===== config.mk =====
export PLATFORM = sky130hd
export DESIGN_NAME = sid_pwm_dac
export DESIGN_NICKNAME = d
export VERILOG_FILES = /design/src/rtl/sid_pkg.sv /design/src/rtl/sid_pwm_shaper.sv /design/src/rtl/sid_pwm_dac.sv
export SDC_FILE = /design/constraint.sdc
export NUM_CORES = 1
export LEC_CHECK = 0
export ABC_AREA = 1
export ABC_CLOCK_PERIOD_IN_PS = 3600
export BUFFER_PORTS_ARGS = -buffer_cell sky130_fd_sc_hd__buf_2
export CORE_ASPECT_RATIO = 0.7
export CORE_MARGIN = 8
export CORE_UTILIZATION = 62
export CTS_BUF_LIST = sky130_fd_sc_hd__clkbuf_2
export DETAILED_ROUTE_END_ITERATION = 16
export PLACE_DENSITY = 0.85
export REMOVE_ABC_BUFFERS = 1
export SETUP_SLACK_MARGIN = 0.15
export SYNTH_ARGS = -nofsm -noshare
export SYNTH_HDL_FRONTEND = slang
export SYNTH_SLANG_ARGS = --single-unit

===== constraint.sdc =====
create_clock -name clk -period 3.6 [get_ports clk]
set_clock_uncertainty 0.2 [all_clocks]
set_input_delay 0 -clock clk [delete_from_list [all_inputs] [get_ports clk]]
set_output_delay 0 -clock clk [all_outputs]
set_load 0.005 [all_outputs]

===== src/rtl/sid_pkg.sv =====
// -----------------------------------------------------------------------------
// sid_pkg
// Shared constants for the SID PWM output DAC stage.
//   SID_PWM_IN_W  : width of the signed audio sample feeding the DAC
//   SID_PWM_W     : PWM resolution; one PWM period is 2^SID_PWM_W clocks
//   SID_PWM_ERR_W : width of the noise-shaping error residue
//   SID_PWM_MID   : midscale duty, i.e. the duty that represents silence
// -----------------------------------------------------------------------------
package sid_pkg;

   localparam int SID_PWM_IN_W  = 12;
   localparam int SID_PWM_W     = 8;
   localparam int SID_PWM_ERR_W = SID_PWM_IN_W - SID_PWM_W;

   localparam logic [SID_PWM_W-1:0] SID_PWM_MID = {1'b1, {(SID_PWM_W-1){1'b0}}};

endpackage


===== src/rtl/sid_pwm_shaper.sv =====
// -----------------------------------------------------------------------------
// sid_pwm_shaper
// Combinational first-order error-feedback quantiser. Converts a signed sample
// to offset binary, adds the residue left over from the previous period, and
// splits the sum into a PWM duty (upper bits) and a new residue (lower bits).
// Ports:
//   active    : signed sample currently being reproduced (IN_W bits)
//   err       : residue carried from the previous period (IN_W-PWM_W bits)
//   duty_next : duty for the coming period (PWM_W bits)
//   err_next  : residue to carry into the following period
// -----------------------------------------------------------------------------
module sid_pwm_shaper
   import sid_pkg::*;
#(
   parameter int IN_W  = SID_PWM_IN_W,
   parameter int PWM_W = SID_PWM_W
) (
   input  logic [IN_W-1:0]       active,
   input  logic [IN_W-PWM_W-1:0] err,
   output logic [PWM_W-1:0]      duty_next,
   output logic [IN_W-PWM_W-1:0] err_next
);

   localparam int ERR_W = IN_W - PWM_W;

   logic [IN_W-1:0] offset_sample;
   logic [IN_W:0]   sum;

   // Inverting the sign bit maps two's complement onto offset binary so that
   // the most negative sample gives duty 0. A carry out of the sum means the
   // residue pushed a near-full-scale sample past the top; clamp to full duty
   // and drop the residue rather than wrapping to a near-zero duty.
   always_comb begin
      offset_sample = {~active[IN_W-1], active[IN_W-2:0]};
      sum           = {1'b0, offset_sample} + {{(PWM_W+1){1'b0}}, err};
      if (sum[IN_W]) begin
         duty_next = '1;
         err_next  = '0;
      end else begin
         duty_next = sum[IN_W-1 -: PWM_W];
         err_next  = sum[ERR_W-1:0];
      end
   end

endmodule


===== src/rtl/sid_pwm_dac.sv =====
// -----------------------------------------------------------------------------
// sid_pwm_dac
// Single-bit PWM output stage with first-order noise shaping. A one-entry
// holding register accepts samples at any time; at each period boundary the
// held sample (or, on underrun, the previous one) is re-quantised together
// with the carried error to give the next period's duty.
// Ports:
//   clk, rst_n    : clock and asynchronous active-low reset
//   ena           : run enable; low freezes the counter and forces pwm_out low
//   sample_in     : signed audio sample, valid with sample_valid
//   sample_valid  : producer offers sample_in this cycle
//   sample_ready  : holding register empty; transfer on valid && ready
//   pwm_out       : registered pin drive, high pulse left-aligned at cnt==0
//   period_tick   : one-cycle pulse aligned with the first cycle of a period
//   underrun      : sticky, a boundary passed with no held sample
//   underrun_clr  : synchronous clear of underrun (a set in the same cycle wins)
// -----------------------------------------------------------------------------
module sid_pwm_dac
   import sid_pkg::*;
#(
   parameter int IN_W  = SID_PWM_IN_W,
   parameter int PWM_W = SID_PWM_W
) (
   input  logic            clk,
   input  logic            rst_n,
   input  logic            ena,
   input  logic [IN_W-1:0] sample_in,
   input  logic            sample_valid,
   output logic            sample_ready,
   output logic            pwm_out,
   output logic            period_tick,
   output logic            underrun,
   input  logic            underrun_clr
);

   localparam int ERR_W = IN_W - PWM_W;
   localparam logic [PWM_W-1:0] DUTY_MID = {1'b1, {(PWM_W-1){1'b0}}};

   logic [PWM_W-1:0] cnt;
   logic [PWM_W-1:0] duty;
   logic [ERR_W-1:0] err;
   logic [IN_W-1:0]  hold;
   logic             hold_full;
   logic [IN_W-1:0]  active;

   logic             boundary;
   logic [IN_W-1:0]  active_sel;
   logic [PWM_W-1:0] duty_next;
   logic [ERR_W-1:0] err_next;

   // The last count of an enabled period is where the next period's sample
   // and duty are chosen; the shaper sees the sample that will actually play.
   assign boundary     = ena && (cnt == '1);
   assign active_sel   = (boundary && hold_full) ? hold : active;
   assign sample_ready = !hold_full;

   sid_pwm_shaper #(
      .IN_W  (IN_W),
      .PWM_W (PWM_W)
   ) u_shaper (
      .active    (active_sel),
      .err       (err),
      .duty_next (duty_next),
      .err_next  (err_next)
   );

   // Period counter plus the per-period sample, duty and residue. All of them
   // hold while ena is low so a paused period resumes exactly where it left.
   always_ff @(posedge clk or negedge rst_n) begin
      if (!rst_n) begin
         cnt    <= '0;
         duty   <= DUTY_MID;
         err    <= '0;
         active <= '0;
      end else begin
         if (ena) begin
            cnt <= cnt + 1'b1;
         end
         if (boundary) begin
            active <= active_sel;
            duty   <= duty_next;
            err    <= err_next;
         end
      end
   end

   // One-entry holding register. Draining at a boundary and accepting a new
   // sample are mutually exclusive because acceptance needs the entry empty,
   // so a sample offered during the boundary cycle lands one cycle later.
   always_ff @(posedge clk or negedge rst_n) begin
      if (!rst_n) begin
         hold      <= '0;
         hold_full <= 1'b0;
      end else begin
         if (boundary && hold_full) begin
            hold_full <= 1'b0;
         end else if (sample_valid && !hold_full) begin
            hold      <= sample_in;
            hold_full <= 1'b1;
         end
      end
   end

   // Sticky underrun flag; a new underrun takes priority over a clear.
   always_ff @(posedge clk or negedge rst_n) begin
      if (!rst_n) begin
         underrun <= 1'b0;
      end else if (boundary && !hold_full) begin
         underrun <= 1'b1;
      end else if (underrun_clr) begin
         underrun <= 1'b0;
      end
   end

   // Registered pin drive and period marker. Since cnt < duty can never hold
   // for every count, full duty still leaves one low cycle per period.
   always_ff @(posedge clk or negedge rst_n) begin
      if (!rst_n) begin
         pwm_out     <= 1'b0;
         period_tick <= 1'b0;
      end else begin
         pwm_out     <= ena && (cnt < duty);
         period_tick <= ena && (cnt == '0);
      end
   end

endmodule


Word level (Yosys, flattened, before mapping) --
Index checks and enable logic that the tools add are counted.
Storage, ports and cells: register bits 48, bits of input ports 17, word-level logic and storage cells 33
Operators by class: $add $sub $neg 2, magnitude comparators 1, equal/unequal tests 1, mux-type cells 7, bitwise logic cells 2, reductions and logical operators 11
Operators by type and width (number):
- adder 12 x 4 -> 13 bit | 1
- two-way mux 12 bit | 1
- adder 8 x 1 -> 8 bit, second input constant | 1
- equality test 8 bit, second input constant | 1
- zero test 8 bit | 1
- < comparator 8 bit | 1
- two-way mux 8 bit | 1
- logical AND 1 bit | 6
- two-way mux 1 bit | 4
- two-way mux 4 bit | 1
- nonzero test 2 bit | 2
- inverter 1 bit | 2
- AND reduction 2 bit | 1
- zero test 1 bit | 1

Logic depth before layout (Yosys ltp) --
Gate-level depths: netlist (run 1).
word-level depth 7, depth in mapped cells 21

By module --
Synthesis (run 1) repeated with hierarchy kept, for this count alone.
Unflattened totals: cells, all modules 344, area, all modules 2721.4 um2
Modules (own cells, without submodules):
- sid_pwm_dac | instances 1, cells an instance 251, area an instance 2214.6 um2
- sid_pwm_shaper | instances 1, cells an instance 93, area an instance 506.7 um2

Worst setup path before layout (run 1) --
Ideal clock, no wire load.
path kind register to register, from reg cnt[0], to reg err[0], setup time 116 ps, arrival time 2825 ps, data required time 3284 ps, setup slack 458 ps, cell stages (with the launch flop) 20, path buffers 1, clock period less this slack 3142 ps, cell sequence dfrtp_1 > ha_1 > nand3_2 > nor2_4 > nand3_4 > buf_6 > inv_1 > nand2_1 > nand2_1 > ha_1 > inv_1 > fa_1 > o21ai_0 > nand2_2 > nor2_4 > nand2_2 > nor2_2 > nor2_2 > nand2_1 > nand2_1
On the way: elaborated cells between the ends (all ways) 7
RTL lines:
- from (decl) | RTL line sid_pwm_dac.sv:39 | logic [PWM_W-1:0] cnt;
- from (signal assigned) | RTL line sid_pwm_dac.sv:77 | cnt <= cnt + 1'b1;
- equality test 8 bit | RTL line sid_pwm_dac.sv:53 | assign boundary = ena && (cnt == '1);
- logical AND 1 bit | RTL line sid_pwm_dac.sv:53
- logical AND 1 bit | RTL line sid_pwm_dac.sv:54 | assign active_sel = (boundary && hold_full) ? hold : active;
- two-way mux 12 bit | RTL line sid_pwm_dac.sv:54
- net active_sel[0] | RTL line sid_pwm_dac.sv:47 | logic [IN_W-1:0] active_sel;
- adder 12 x 4 -> 13 bit | RTL line sid_pwm_shaper.sv:35 | sum = {1'b0, offset_sample} + {{(PWM_W+1){1'b0}}, err};
- two-way mux 4 bit | RTL line sid_pwm_shaper.sv:36 | if (sum[IN_W]) begin
- to (signal assigned) | RTL line sid_pwm_dac.sv:82 | err <= err_next;
- to (decl) | RTL line sid_pwm_dac.sv:41 | logic [ERR_W-1:0] err;
The timed path passes the listed nets, and every way through them passes these cells. A chain may end at the register's enable or synchronous reset.

Final worst setup path (run 1) --
from reg cnt[0], to reg duty[0]
On the way: elaborated cells between the ends (all ways) 7
RTL lines:
- equality test 8 bit | RTL line sid_pwm_dac.sv:53
- logical AND 1 bit | RTL line sid_pwm_dac.sv:53
- logical AND 1 bit | RTL line sid_pwm_dac.sv:54
- two-way mux 12 bit | RTL line sid_pwm_dac.sv:54
- net active_sel[0] | RTL line sid_pwm_dac.sv:47
- adder 12 x 4 -> 13 bit | RTL line sid_pwm_shaper.sv:35
- two-way mux 8 bit | RTL line sid_pwm_shaper.sv:36
- to (signal assigned) | RTL line sid_pwm_dac.sv:81 | duty <= duty_next;
- to (decl) | RTL line sid_pwm_dac.sv:40 | logic [PWM_W-1:0] duty;
The timed path passes the listed nets, and every way through them passes these cells.

==> results of run 1 <==
state kept, by name, indices dropped and copies added, names as in the netlist, 4 cells and up:
signal,cells
active,12
cnt,8
hold,12
err,4
duty,8
through the flow:
step | hold WS [ns] | setup WS [ns] | utilization, % | TNS [ns] | cells
after floorplan | -0.496 | 0.311 | - | 0 | 295
after global placement | -0.00409 | 0.326 | 66.7 | 0 | 373
after detailed placement | -0.0000909 | -0.00892 | 66.7 | -0.00892 | 373
after CTS | 0.0279 | 0.233 | 71.3 | 0 | 396
after global routing | 0.0562 | 0.180 | 71.7 | 0 | 398
final | 0.0674 | 0.414 | 71.7 | 0 | 398
logic make-up (layout without fill, tap and decap cells):
kind of cell / Yosys count / after routing
adder cells (fa/ha/maj): 16 / 16
multiplexers: 5 / 5
flip-flops: 48 / 48
buffers and inverters: 49 / 90
AND/OR/NAND/NOR: 147 / 147
XOR/XNOR: 10 / 10
AO/OA/AOI/OAI: 27 / 27
final timing paths:
path | depth (start not counted) | to | start | slack (ns)
min in group clk | 3 | underrun$_DFFE_PN0P_ | underrun_clr | 0.07
hold / removal | 2 | active[3]$_DFFE_PN0P_ | rst_n | 0.07
hold reg to reg | 2 | duty[7]$_DFFE_PN1P_ | duty[7]$_DFFE_PN1P_ | 0.32
setup reg to reg | 17 | duty[0]$_DFFE_PN0P_ | cnt[0]$_DFFE_PN0P_ | 0.41
setup / recovery | 17 | duty[0]$_DFFE_PN0P_ | cnt[0]$_DFFE_PN0P_ | 0.41
max in group asynchronous | 2 | duty[3]$_DFFE_PN0P_ | rst_n | 2.49
power by group:
group | switching (W) | total (W) | leakage, nW | internal (W)
Clock | 0.000170 | 0.000219 | 0.0266 | 0.0000484
Combinational | 0.000122 | 0.000222 | 0.966 | 0.000100
Sequential | 0.0000488 | 0.000633 | 0.590 | 0.000584
Total | 0.000342 | 0.00107 | 1.58 | 0.000732
area by class of cell:
type                    count  share of cell area, %
clock inverters             2                  0.369
well taps                  55                   2.26
repair buffers             40                   9.43
flip-flops and latches     48                   39.4
multi-input cells         205                   42.4
clock buffers               6                  0.984
inverters                  42                   5.17
cells in the final DEF (no fill, tap or decap), types with 3 or more instances in the layout:
cell	count
a21oi_1	13
buf_2	20
mux2_2	5
nand3_1	10
xnor2_1	4
o21ai_0	3
nand2_2	9
o21ai_1	3
ha_1	15
inv_1	40
dfrtp_1	47
buf_4	5
nor2_1	26
nor2_2	7
nand2_1	64
clkbuf_2	6
nand2_4	4
xor2_1	6
dlygate4sd3_1	15
nand4_1	9
o21ai_2	3
what timing repair did:
item                                   4_1_cts  5_1_grt
setup endpoints to repair                   12       12
hold buffers                                15        0
setup buffers                                0        2
endpoints found under the hold margin       71        0
resized for setup                            2        2
routing by layer:
layer	part of all wire (%)	GRT usage [%]	up-vias
met4	1.5	6.90	0
met3	5.4	3.55	9
met5	0	0	-
li1	-	-	1041
met1	44	23.9	957
met2	49	30.1	47
==> reports/metrics.cfg, run 1 <==
[logic_synthesis]
synth_area_per_cell_um2 = 8.94
synth_top_family_by_area = simple AND/OR/NAND/NOR gates
synth_xor_area_share_pct = 3.24
yosys.area_share.simple_pct = 29.0
synth_cell_types = 40
netlist.area_leader.share_pct = 43.6
synth_seq_area_share_pct = 44.5
synth_fa_ha_area_share_pct = 7.69
synthCells = 302
synth_edf_count = 0
synthArstFlopShare_pct = 100
synth.ff_latch_count = 48
synthFlopType = dfrtp_1
synthTopCellsByCount = nand2_1 (64), dfrtp_1 (47), inv_1 (40)
synth_compound_area_share_pct = 5.65
synth_mux_area_share_pct = 2.09
syn_area_mm2 = 0.00270
synth.most_common_cell = nand2_1
synth.area.top_cells = dfrtp_1 (44%), nand2_1 (8.9%), ha_1 (7.0%), inv_1 (5.6%), nor2_1 (3.8%)
yosysTopAreaCell = dfrtp_1
ys_warn_count = 0

[timing]
grt_setup_unrepaired = no
relSlewSlack_pct = 29.3
period_minus_slack_ns = 3.19
setup-violations-final = 0
max_freq_ghz = 0.314
tightest_slew_ns = 1.06
post-route-period-util_pct = 88.5
hold_viol = 0
finalMaxSlewViolations = 0

[detailed_routing]
drt_iter0_drc = 87
firstDrtPassIters = 4
num_vias = 2054
vias_per_cell = 5.16
drc = 0
totalWireLength_mm = 5.59
avgRoutedWirePerCell_um = 14.0
ant_nets = 0

[die]
core_area_mm2 = 0.00425
start_util_pct = 63.5
rows = 20
die_area_mm2 = 0.00676
chipHeight_um = 71.2
fp.dieW_um = 94.9
ioPinCount = 21

[worst_setup_path]
end_kind = flop
crit_fanout = 5
critPathLaunchType = flop
critPathMaxStageDelay_ns = 0.44
critPathArrivalTime_ns = 3.35
path_delay_family = simple AND/OR/NAND/NOR gates
crit_required_ns = 3.77
cp_num_buf_inv = 2
crit_slowest_cell = dfrtp_1
worstPathCellList = ha_1 -> nand3_2 -> nor2_4 -> nand3_4 -> inv_1 -> nand2_1 -> nand2_1 -> ha_1 -> inv_1 -> fa_1 -> o21ai_2 -> nand2_2 -> nor2_4 -> nand2_2 -> nor2_2 -> nor2_2 -> a21oi_1
path_class = flop to flop

[power]
p_leak_nw = 1.58
power_density_mw_per_mm2 = 352
vdd_ir_drop_max_v = 0.000214
total_power_w = 0.00107

[cts]
clkLatencyLatePin_ns = 0.43
cts_buffers = 5
root_buffer = clkbuf_2
clk_path_buf_depth = 2
htree_levels = 2
clk_pin_slew_worst_paths_ns = 0.24
cts_tree = built
clock_sinks = 48

[final_layout]
final_area_mm2 = 0.00305
multi_input_area_mm2 = 0.00129
nFillCells = 329
nets = 375
antenna_cells = 0
area_delta_synth_final_pct = 13.0
drive_gt1_share_pct = 22.2
regArea_mm2 = 0.00120

[global_route]
grt_max_degree = 49
track_usage_pct = 18.5
overflow = 0
grt_pass1_vias = 2212
antenna_found_initial = 0
grt_pass1_wl_mm = 10.0

[placed_design]
postPlaceCellArea_mm2 = 0.00284
place_congestion = 0.868
dpl.hpwl_mm = 3.99
port_buffers = 20

[worst_hold_path]
hp-class = primary input to asynchronous set/reset pin

[job]
maxCapViolations = 0

[status]
status = finished clean

No activity file was read; power rests on OpenSTA's default activity.
==> inputs of run 2 (changes only) <==
==> constraint.sdc (replaced) <==
create_clock -name clk -period 3.6 [get_ports clk]
set_clock_uncertainty 0.2 [all_clocks]
set_input_delay 0.36 -clock clk [delete_from_list [all_inputs] [get_ports clk]]
set_output_delay 0.36 -clock clk [all_outputs]
set_load 0.005 [all_outputs]
==> run 2 against run 1 <==
Effect of this change: via count up 2.5%; global-route usage down 0.42 points; fmax barely moved; non-clock buffer count grew 1; final cell count stayed put; total power shrank 0.20%; die area unchanged; critical path type unchanged; highest routed layer unchanged.
==> reports/metrics.cfg, run 2 (synthesis results as in run 1) <==
[cts]
htree_levels = 2
clk_path_buf_depth = 2
clkLatencyLatePin_ns = 0.43
root_buffer = clkbuf_2
clock_sinks = 48
cts_buffers = 5
cts_tree = built
clk_pin_slew_worst_paths_ns = 0.22

[die]
start_util_pct = 63.5
core_area_mm2 = 0.00425
rows = 20
fp.dieW_um = 94.9
ioPinCount = 21
die_area_mm2 = 0.00676
chipHeight_um = 71.2

[detailed_routing]
num_vias = 2105
vias_per_cell = 5.29
ant_nets = 0
avgRoutedWirePerCell_um = 14.3
drc = 0
firstDrtPassIters = 4
drt_iter0_drc = 139
totalWireLength_mm = 5.70

[power]
vdd_ir_drop_max_v = 0.000181
switching_share_pct = 31.9
switchingPower_w = 0.000342
p_leak_nw = 1.58
power_frac_comb_pct = 20.8
p_seq_share_pct = 59.4
total_power_w = 0.00107
clockPowerShare_pct = 19.8
power_density_mw_per_mm2 = 350
p_int_w = 0.000730

[timing]
post-route-period-util_pct = 88.6
grt_setup_unrepaired = no
setup_tns_ns = 0
period_minus_slack_ns = 3.19
finalMaxSlewViolations = 0
hold-worst-slack_ns = 0.320
relSlewSlack_pct = 30.5
tightest_slew_ns = 1.04
setup-violations-final = 0
hold_viol = 0
finalWorstSetupSlack_ns = 0.412
max_freq_ghz = 0.314

[worst_setup_path]
reg2reg_depth = 20
reg2reg_from = cnt[0]$_DFFE_PN0P_
crit_required_ns = 3.75
cp-startpoint = cnt[0]$_DFFE_PN0P_
end_kind = flop
path_class = flop to flop
crit_fanout = 8
critPathLaunchType = flop
r2r_slack_ns = 0.41
critPathArrivalTime_ns = 3.34

[final_layout]
final_area_mm2 = 0.00306
layout_commonest_cell = nand2_1
drive_gt1_share_pct = 22.7
area_delta_synth_final_pct = 13.4
nets = 376
mostFrequentLayoutCells = nand2_1 (64), dfrtp_1 (47), inv_1 (40), nor2_1 (26), buf_2 (20)
antenna_cells = 0
reg_top3 = active: 12 flops, hold: 12 flops

[placed_design]
port_buffers = 20
dpl.hpwl_mm = 4.04
dp_slack_ns = 0.122
postPlaceCellArea_mm2 = 0.00284
place_congestion = 0.873

[global_route]
antenna_found_initial = 0
overflow = 0
grt_pass1_wl_mm = 9.75
grt_max_degree = 49
grt_pass1_vias = 2220
track_usage_pct = 18.1

[worst_hold_path]
min_from = active[2]$_DFFE_PN0P_
hp-class = flop to flop
holdPathStages = 2

[status]
status = finished clean

[job]
maxCapViolations = 0

run 2: cell types whose count changed in the layout (fill, tap and decap cells not counted):
cell | previous run | this run
clkinvlp_4 | 1 | 0
nor3_2 | 2 | 1
clkinv_2 | 0 | 1
clkinv_1 | 1 | 0
nor3_4 | 0 | 1
o21ai_1 | 3 | 2
buf_4 | 5 | 6
o21ai_2 | 3 | 4
run 2: power groups by stage:
| stage | Sequential [W] | Combinational, W | Clock, W |
|---|---|---|---|
| after floorplan | 0.000632 | 0.000141 | 0 |
| after global placement | 0.000641 | 0.000192 | 0 |
| after detailed placement | 0.000645 | 0.000210 | 0 |
| after CTS | 0.000636 | 0.000223 | 0.000217 |
| after global routing | 0.000643 | 0.000258 | 0.000235 |
| final | 0.000636 | 0.000223 | 0.000212 |
run 2: routing by layer:
| layer | global-route usage [%] | up-vias | share of wire (%) |
|---|---|---|---|
| met5 | 0 | - | 0 |
| met3 | 4.07 | 13 | 4.2 |
| li1 | - | 1045 | - |
| met1 | 22.9 | 1010 | 44 |
| met4 | 6.38 | 0 | 1.4 |
| met2 | 29.6 | 37 | 50 |
run 2: area by class of cell:
class / instances / area (µm²)
well taps: 55 / 68.8
multi-input cells: 205 / 1300
clock buffers: 6 / 30.0
inverters: 42 / 158
clock inverters: 1 / 5.00
flip-flops and latches: 48 / 1200
repair buffers: 41 / 295
fillers: 321 / 1190
run 2: worst max-delay path, stage by stage, from the launching register on:
cell and delay (ns):
dfrtp_1 0.46, ha_1 0.24, nand3_2 0.14, nor2_4 0.06
nand3_4 0.10, inv_1 0.10, or2_2 0.29, o21ai_2 0.10
inv_1 0.06, ha_1 0.27, nand3_1 0.08, nand3_1 0.10
nand2_1 0.08, nand2_1 0.13, nand3_4 0.12, nor2_2 0.18
nand3_1 0.10, nand2_1 0.07, nand2_1 0.04, nor2_1 0.13
nor2_1 0.05
run 2: final timing paths:
check,end
worst min-delay path,active[2]$_DFFE_PN0P_
max in group asynchronous,hold[9]$_DFFE_PN0P_
worst max register to register,duty[5]$_DFFE_PN0P_
worst min register to register,active[2]$_DFFE_PN0P_
min in group asynchronous,hold[2]$_DFFE_PN0P_
worst max-delay path,duty[5]$_DFFE_PN0P_
run 2: through the flow:
step / instances / utilization, %
after floorplan: 295 / -
after global placement: 373 / 66.7
after detailed placement: 373 / 66.7
after CTS: 395 / 71.1
after global routing: 398 / 72.0
final: 398 / 72.0
run 2: what timing repair did:
item | in CTS | in global routing
endpoints found under the setup margin | 12 | 12
hold buffers | 15 | 0
hold endpoints to repair | 61 | 0
gates resized for setup | 1 | 5
buffers inserted | 0 | 3
